===== src/rtl/parity_checker_core.sv =====
// parity_checker_core: even/odd parity check with a registered per-word result and link statistics.
// Defining PARITY_CHECKER_ERR_CNT_EN adds the err_cnt port and its saturating error counter.
module parity_checker_core #(
    parameter int DATA_W = 4,
    parameter int CNT_W  = 16
) (
    input  logic              clk,
    input  logic              rst_n,
    input  logic [DATA_W-1:0] data_in,
    input  logic              parity_bit,
    input  logic              parity_type,
    input  logic              in_valid,
    input  logic              clr,
    output logic              error,
    output logic              chk_valid,
    output logic              err_q,
    output logic              sticky_err,
    output logic [CNT_W-1:0]  word_cnt
`ifdef PARITY_CHECKER_ERR_CNT_EN
    ,
    output logic [CNT_W-1:0]  err_cnt
`endif
);

    logic             err_p0;
    logic             vld_p1;
    logic             err_p1;
    logic             sticky_p1;
    logic [CNT_W-1:0] word_cnt_p1;
`ifdef PARITY_CHECKER_ERR_CNT_EN
    logic [CNT_W-1:0] err_cnt_p1;
`endif

    // Counters stick at all-ones so a long-running link never reports a wrapped small value.
    function automatic logic [CNT_W-1:0] sat_inc(input logic [CNT_W-1:0] cnt);
        return (&cnt) ? cnt : cnt + CNT_W'(1);
    endfunction

    // Stage p0: combinational check, deliberately independent of in_valid and reset.
    assign err_p0 = (^data_in) ^ parity_bit ^ parity_type;
    assign error  = err_p0;

    // Stage p0 -> p1: per-word result.
    always_ff @(posedge clk or negedge rst_n) begin
        if (!rst_n) begin
            vld_p1 <= 1'b0;
            err_p1 <= 1'b0;
        end else begin
            vld_p1 <= in_valid;
            if (in_valid) begin
                err_p1 <= err_p0;
            end
        end
    end

    // Stage p0 -> p1: statistics; clr wins over a word arriving on the same edge.
    always_ff @(posedge clk or negedge rst_n) begin
        if (!rst_n) begin
            sticky_p1   <= 1'b0;
            word_cnt_p1 <= '0;
`ifdef PARITY_CHECKER_ERR_CNT_EN
            err_cnt_p1  <= '0;
`endif
        end else if (clr) begin
            sticky_p1   <= 1'b0;
            word_cnt_p1 <= '0;
`ifdef PARITY_CHECKER_ERR_CNT_EN
            err_cnt_p1  <= '0;
`endif
        end else if (in_valid) begin
            word_cnt_p1 <= sat_inc(word_cnt_p1);
            if (err_p0) begin
                sticky_p1  <= 1'b1;
`ifdef PARITY_CHECKER_ERR_CNT_EN
                err_cnt_p1 <= sat_inc(err_cnt_p1);
`endif
            end
        end
    end

    assign chk_valid  = vld_p1;
    assign err_q      = err_p1;
    assign sticky_err = sticky_p1;
    assign word_cnt   = word_cnt_p1;
`ifdef PARITY_CHECKER_ERR_CNT_EN
    assign err_cnt    = err_cnt_p1;
`endif

endmodule


===== config.mk =====
export PLATFORM = sky130hd
export DESIGN_NAME = parity_checker_core
export DESIGN_NICKNAME = d
export VERILOG_FILES = /design/src/rtl/parity_checker_core.sv
export SDC_FILE = /design/constraint.sdc
export NUM_CORES = 1
export LEC_CHECK = 0
export ABC_AREA = 1
export BUFFER_PORTS_ARGS = -buffer_cell sky130_fd_sc_hd__buf_2
export CORE_MARGIN = 10
export CORE_UTILIZATION = 40
export DETAILED_ROUTE_END_ITERATION = 12
export HOLD_SLACK_MARGIN = 0.03
export SLEW_MARGIN = 10
export SYNTH_ARGS = -nofsm -noshare
export SYNTH_HDL_FRONTEND = slang
export SYNTH_SLANG_ARGS = --single-unit

===== constraint.sdc =====
create_clock -name clk -period 2.1 [get_ports clk]
set_input_delay 0.63 -clock clk [delete_from_list [all_inputs] [get_ports clk]]
set_output_delay 0.63 -clock clk [all_outputs]
set_load 0.02 [all_outputs]

==> results of run 1 <==
[per-layer routing]
layer / share of wire / global-route usage / vias up
met2: 0.53 / 0.223 / 15
li1: - / - / 635
met1: 0.43 / 0.123 / 551
met4: 0.020 / 0.0639 / 0
met3: 0.027 / 0.0143 / 4
met5: 0 / 0 / -
[Yosys cell counts (all sizes together)]
cell type   n
nand4       4
nor3        1
xnor2       2
dfrtp      19
buf         3
a31oi       1
inv        24
a21o        1
o21bai      2
nand2      68
nand3      12
xor2        6
ha          1
nor2       25
a21oi       1
o21ai      12
[power by group]
group	switching (W)	internal, W	total (W)
Sequential	0.0000133	0.000379	0.000392
Combinational	0.0000804	0.0000398	0.000120
Clock	0.000120	0.0000711	0.000191
[how the worst max path moves through the flow]
| stage | slack [ns] | startpoint | to |
|---|---|---|---|
| after global placement | 0.20 | parity_type | error |
| after detailed placement | 0.12 | parity_type | error |
| final | 0.13 | parity_type | error |
| after global routing | 0.02 | parity_type | error |
| after floorplan | 0.39 | parity_type | error |
| after CTS | 0.12 | parity_type | error |
[area by class of cell]
class / count / area share
tap: 33 / 0.0287
clock buffer: 3 / 0.0157
inverter: 24 / 0.0661
multi-input combinational: 136 / 0.444
timing repair buffer: 31 / 0.111
sequential: 19 / 0.330
clock inverter: 1 / 0.00348
[per-stage QoR]
step	std cells	setup WS (ns)	total power, W
3_5_place_dp	243	0.121	0.000522
6_report	247	0.131	0.000703
5_1_grt	247	0.0195	0.000743
3_3_place_gp	243	0.197	0.000517
2_1_floorplan	182	0.386	0.000474
4_1_cts	247	0.117	0.000708
[kinds of logic (layout without fill, tap and decap cells)]
logic type      Yosys count  in the layout  share of synthesized area
simple gates            110            110                      0.364
buf+inv                  27             59                      0.101
flops                    19             19                      0.383
compound gates           17             17                     0.0848
xor+xnor                  8              8                     0.0565
fa+ha+maj                 1              1                     0.0101
[state kept, by name, indices dropped and copies added, names as in the netlist]
register / flops
word_cnt: 16
chk_valid: 1
err_q: 1
sticky_err: 1
==> results.toml, run 1 <==
[run_status]
status = "finished, final reports clean"

[clock_network]
h-tree-depth = 1
post_cts_buffers = 0
clock-root-buffer = "clkbuf_4"
clock_sinks = 19
clk_pin_slew_ns = 0.12
cts_tree = "yes"
worst_skew_pair.late_latency_ns = 0.31
holdBufCountCts = 0
clk_path_buf_depth = 2
cts_made_buffers = 3
cts_resized = 0

[place]
place_congestion = 0.898
numPortBuffers = 29
hpwl_mm = 2.48
place_area_sq_mm = 0.00141

[critical_path]
r2r_cells = 9
reg2reg_from = "word_cnt[0]$_DFFE_PN0P_"
r2r-end = "word_cnt[5]$_DFFE_PN0P_"
crit_arrival_ns = 1.34
setup.worst_path.start_class = "input pin"
crit_fanout = 3
slowest_delay_ns = 0.16
cp_cell_sequence = "buf_2 > inv_1 > nand2_1 > nand2_1 > nand2_1 > nand2_1 > nand2_1 > nand2_1 > buf_2"
cpLargestDelayFamily = "simple AND/OR/NAND/NOR gates"
critPathSlowestCell = "buf_2"
end_kind = "primary output"
crit_path_frequent_cell = "nand2_1"
rrSetupSlack_ns = 0.42
crit_buf_inv = 3
required_ns = 1.47
path_depth = 9
critPathKind = "input pin to primary output"

[drt]
drtIter0Drc = 44
remaining_drc_errors = 0
drtPass1Iterations = 4
postRouteWirelength_mm = 3.04
avgViaCountPerCell = 4.88
num_vias = 1205
antenna_left = 0
routed_wire_length_per_instance_um = 12.3

[logic_synthesis]
synth_area_leader_cell = "dfrtp_1"
yosys_register_bits = 19
ys_warn_count = 0
syn-num-nets = 193
synth_cell_type_count = 21
synth_seq_area_share = 0.383
netlist_instances = 182
synth_top_area_share = 0.383
avgSynthCellArea_sq_um = 6.81
synth.top_cells.by_area = "dfrtp_1 38%, nand2_1 21%, nor2_1 7.3%, inv_1 6.7%, xor2_1 4.2%"
netlist_area_sq_mm = 0.00124

[final_layout]
register_area_sq_um = 475
finalNetCount = 226
final_cell_mix = "68 x nand2_1, 29 x buf_2, 24 x nor2_1, 22 x inv_1, 19 x dfrtp_1"
area.growth.synth_to_final_pct = 16.0
utilization = 0.479
design_area_sq_mm = 0.00144
antenna_cells = 0
fillers = 328
mostFrequentLayoutCell = "nand2_1"
drive_gt1_frac = 0.201
multi_input_comb_area_sq_um = 639

[floorplan]
die_h_um = 75.7
dieArea_sq_mm = 0.00573
die_w_um = 75.7
core_sq_mm = 0.00300
start_util = 0.413
num_rows = 20
ios = 30

[timing]
hold_violations = 0
holdWs_ns = 0.244
period_share = 0.938
max_freq_mhz = 508
rsz0062_at_grt = "false"
slew_headroom = 0.705
drv_slew = 0
skew_ns = 0.0103
final-setup-viol-count = 0
fin_tns_setup_ns = 0
worstMarginPinSlew_ns = 0.443
period_minus_slack_ns = 1.97

[global_route]
grt_max_degree = 20
grt_use_total = 0.118
grt_antenna_before_repair = 0
grt_pass1_wl_mm = 5.34
grt_pass1_vias = 1270
gr-total-overflow = 0

[min_path]
worstHoldPathType = "input pin to asynchronous set/reset pin"

[pwr]
irDropWorstVdd_mv = 0.183
p_leak_nw = 0.782
power.density_mw_per_mm2 = 489

[run]
timing.max_cap.violations = 0
No activity file was read; power rests on OpenSTA's default activity.
==> run 2: changes to the inputs <==
--- a/config.mk
+++ b/config.mk
@@ -9,6 +9,8 @@
 export BUFFER_PORTS_ARGS = -buffer_cell sky130_fd_sc_hd__buf_2
 export CORE_MARGIN = 10
 export CORE_UTILIZATION = 40
+export CTS_BUF_LIST = sky130_fd_sc_hd__clkbuf_16
+export CTS_CLUSTER_SIZE = 16
 export DETAILED_ROUTE_END_ITERATION = 12
 export HOLD_SLACK_MARGIN = 0.03
 export SLEW_MARGIN = 10
==> constraint.sdc (replaced) <==
create_clock -name clk -period 1.9 [get_ports clk]
set_input_delay 0.57 -clock clk [delete_from_list [all_inputs] [get_ports clk]]
set_output_delay 0.57 -clock clk [all_outputs]
set_load 0.02 [all_outputs]
==> run 2 against run 1 <==
Sequential share of layout area is 1.9 points lower; total power is 44% higher; via count is 2.5% higher; utilization is 3.0 points higher; die area stayed put; count of clock-buffer cells in the layout stayed put; register-to-register slack worse by 0.19 ns; critical endpoint unchanged.
==> results.toml, run 2 (synthesized netlist as in run 1, its figures left out) <==
[global_route]
gr-total-overflow = 0
grt_pass1_vias = 1187
grt_antenna_before_repair = 0
grt_use_total = 0.122
grt_max_degree = 20
grt_pass1_wl_mm = 5.38

[pwr]
p_clk_frac = 0.427
combPwrFrac = 0.145
switching_share = 0.256
irDropWorstVdd_mv = 0.307
power_frac_seq = 0.428
p_int_w = 0.000756
switching_power_w = 0.000260
power.density_mw_per_mm2 = 665
p_leak_nw = 0.818

[clock_network]
cts_tree = "yes"
clk_pin_slew_ns = 0.05
clock_sinks = 19
clk_path_buf_depth = 2
cts_made_buffers = 3
clock-root-buffer = "clkbuf_16"
h-tree-depth = 1
worst_skew_pair.late_latency_ns = 0.25
holdBufCountCts = 0

[timing]
hold_violations = 0
fin_ws_ns = 0.106
drv_slew = 0
rsz0062_at_grt = "false"
worstMarginPinSlew_ns = 0.421
final-setup-viol-count = 0
max_freq_mhz = 558
slew_headroom = 0.720
period_share = 0.944
period_minus_slack_ns = 1.79
fin_tns_setup_ns = 0
skew_ns = 0.00498

[drt]
drtPass1Iterations = 4
met1Wirelength_mm = 1.28
num_vias = 1235
remaining_drc_errors = 0
avgViaCountPerCell = 4.96
route.met2.wl_mm = 1.64
antenna_left = 0
routed_wire_length_per_instance_um = 12.5
routed.top_layer = "met4"
drtIter0Drc = 49
postRouteWirelength_mm = 3.11
wl_met3_um = 97

[place]
place_congestion = 0.919
numPortBuffers = 29
hpwl_mm = 2.54
dpl_worst_slack_ns = 0.0493

[final_layout]
register_area_sq_um = 475
multi_input_comb_area_sq_um = 642
mostFrequentLayoutCell = "nand2_1"
antenna_cells = 0
largest_register_ffs = 16
drive_gt1_frac = 0.222
area.growth.synth_to_final_pct = 23.2
fillers = 316
finalNetCount = 228
final_cell_mix = "67 x nand2_1, 28 x buf_2, 24 x nor2_1, 20 x inv_1, 19 x dfrtp_1"

[min_path]
worstHoldPathType = "input pin to asynchronous set/reset pin"

[floorplan]
num_rows = 20
die_w_um = 75.7
start_util = 0.413
ios = 30
dieArea_sq_mm = 0.00573
die_h_um = 75.7
core_sq_mm = 0.00300

[critical_path]
required_ns = 1.33
cp_cell_sequence = "buf_2 > xnor2_1 > nand3_1 > nand2_2 > buf_6"
crit_fanout = 2
end_kind = "primary output"
slowest_delay_ns = 0.22
setup.worst_path.start_class = "input pin"
critPathSlowestCell = "xnor2_1"
crit_arrival_ns = 1.22
critPathKind = "input pin to primary output"

[run]
timing.max_cap.violations = 0

[run_status]
status = "finished, final reports clean"
run 2: repair_timing:
item	CTS	global route
setup buffers	0	0
gates resized for setup	0	5
setup endpoints to repair	0	1
run 2: area by class of cell:
type                    count  share of cell area
multi-input cells         136               0.420
flip-flops and latches     19               0.311
repair buffers             33               0.127
inverters                  24              0.0622
clock buffers               3              0.0491
well taps                  33              0.0270
clock inverters             1             0.00328
run 2: power groups by stage:
stage               clock network [W]  registers [W]   logic, W
floorplan                           0       0.000458  0.0000658
global placement                    0       0.000440   0.000139
detailed placement                  0       0.000442   0.000143
CTS                          0.000442       0.000435   0.000144
global route                 0.000459       0.000437   0.000166
finish                       0.000433       0.000435   0.000147
run 2: final timing paths:
path / start / end / slack (ns) / depth (start not counted)
setup / recovery: data_in[3] / error / 0.11 / 5
hold / removal: rst_n / word_cnt[4]$_DFFE_PN0P_ / 0.25 / 1
setup reg to reg: word_cnt[0]$_DFFE_PN0P_ / word_cnt[7]$_DFFE_PN0P_ / 0.23 / 9
hold reg to reg: err_q$_DFFE_PN0P_ / err_q$_DFFE_PN0P_ / 0.52 / 2
max in group asynchronous: rst_n / word_cnt[13]$_DFFE_PN0P_ / 1.36 / 1
min in group clk: in_valid / chk_valid$_DFF_PN0_ / 0.46 / 1
run 2: worst max-delay path: cells and delay by family:
family	cells	cell delay, ns
XOR/XNOR	1	0.22
buffers and inverters	2	0.21
AND/OR/NAND/NOR	2	0.21
run 2: through the flow:
| stage | total power [W] | utilization | cells | instance area (sq um) | hold WS [ns] |
|---|---|---|---|---|---|
| floorplan | 0.000524 | - | 182 | 1240 | 0.274 |
| finish | 0.00102 | 0.509 | 249 | 1530 | 0.245 |
| global route | 0.00106 | 0.509 | 249 | 1530 | 0.273 |
| CTS | 0.00102 | 0.506 | 249 | 1520 | 0.260 |
| detailed placement | 0.000585 | 0.479 | 245 | 1440 | 0.517 |
| global placement | 0.000579 | 0.479 | 245 | 1440 | 0.504 |
run 2: per-layer routing:
layer	vias to the layer above	GRT usage
li1	633	-
met1	575	0.132
met2	20	0.219
met3	7	0.0234
met4	0	0.0680
met5	-	0
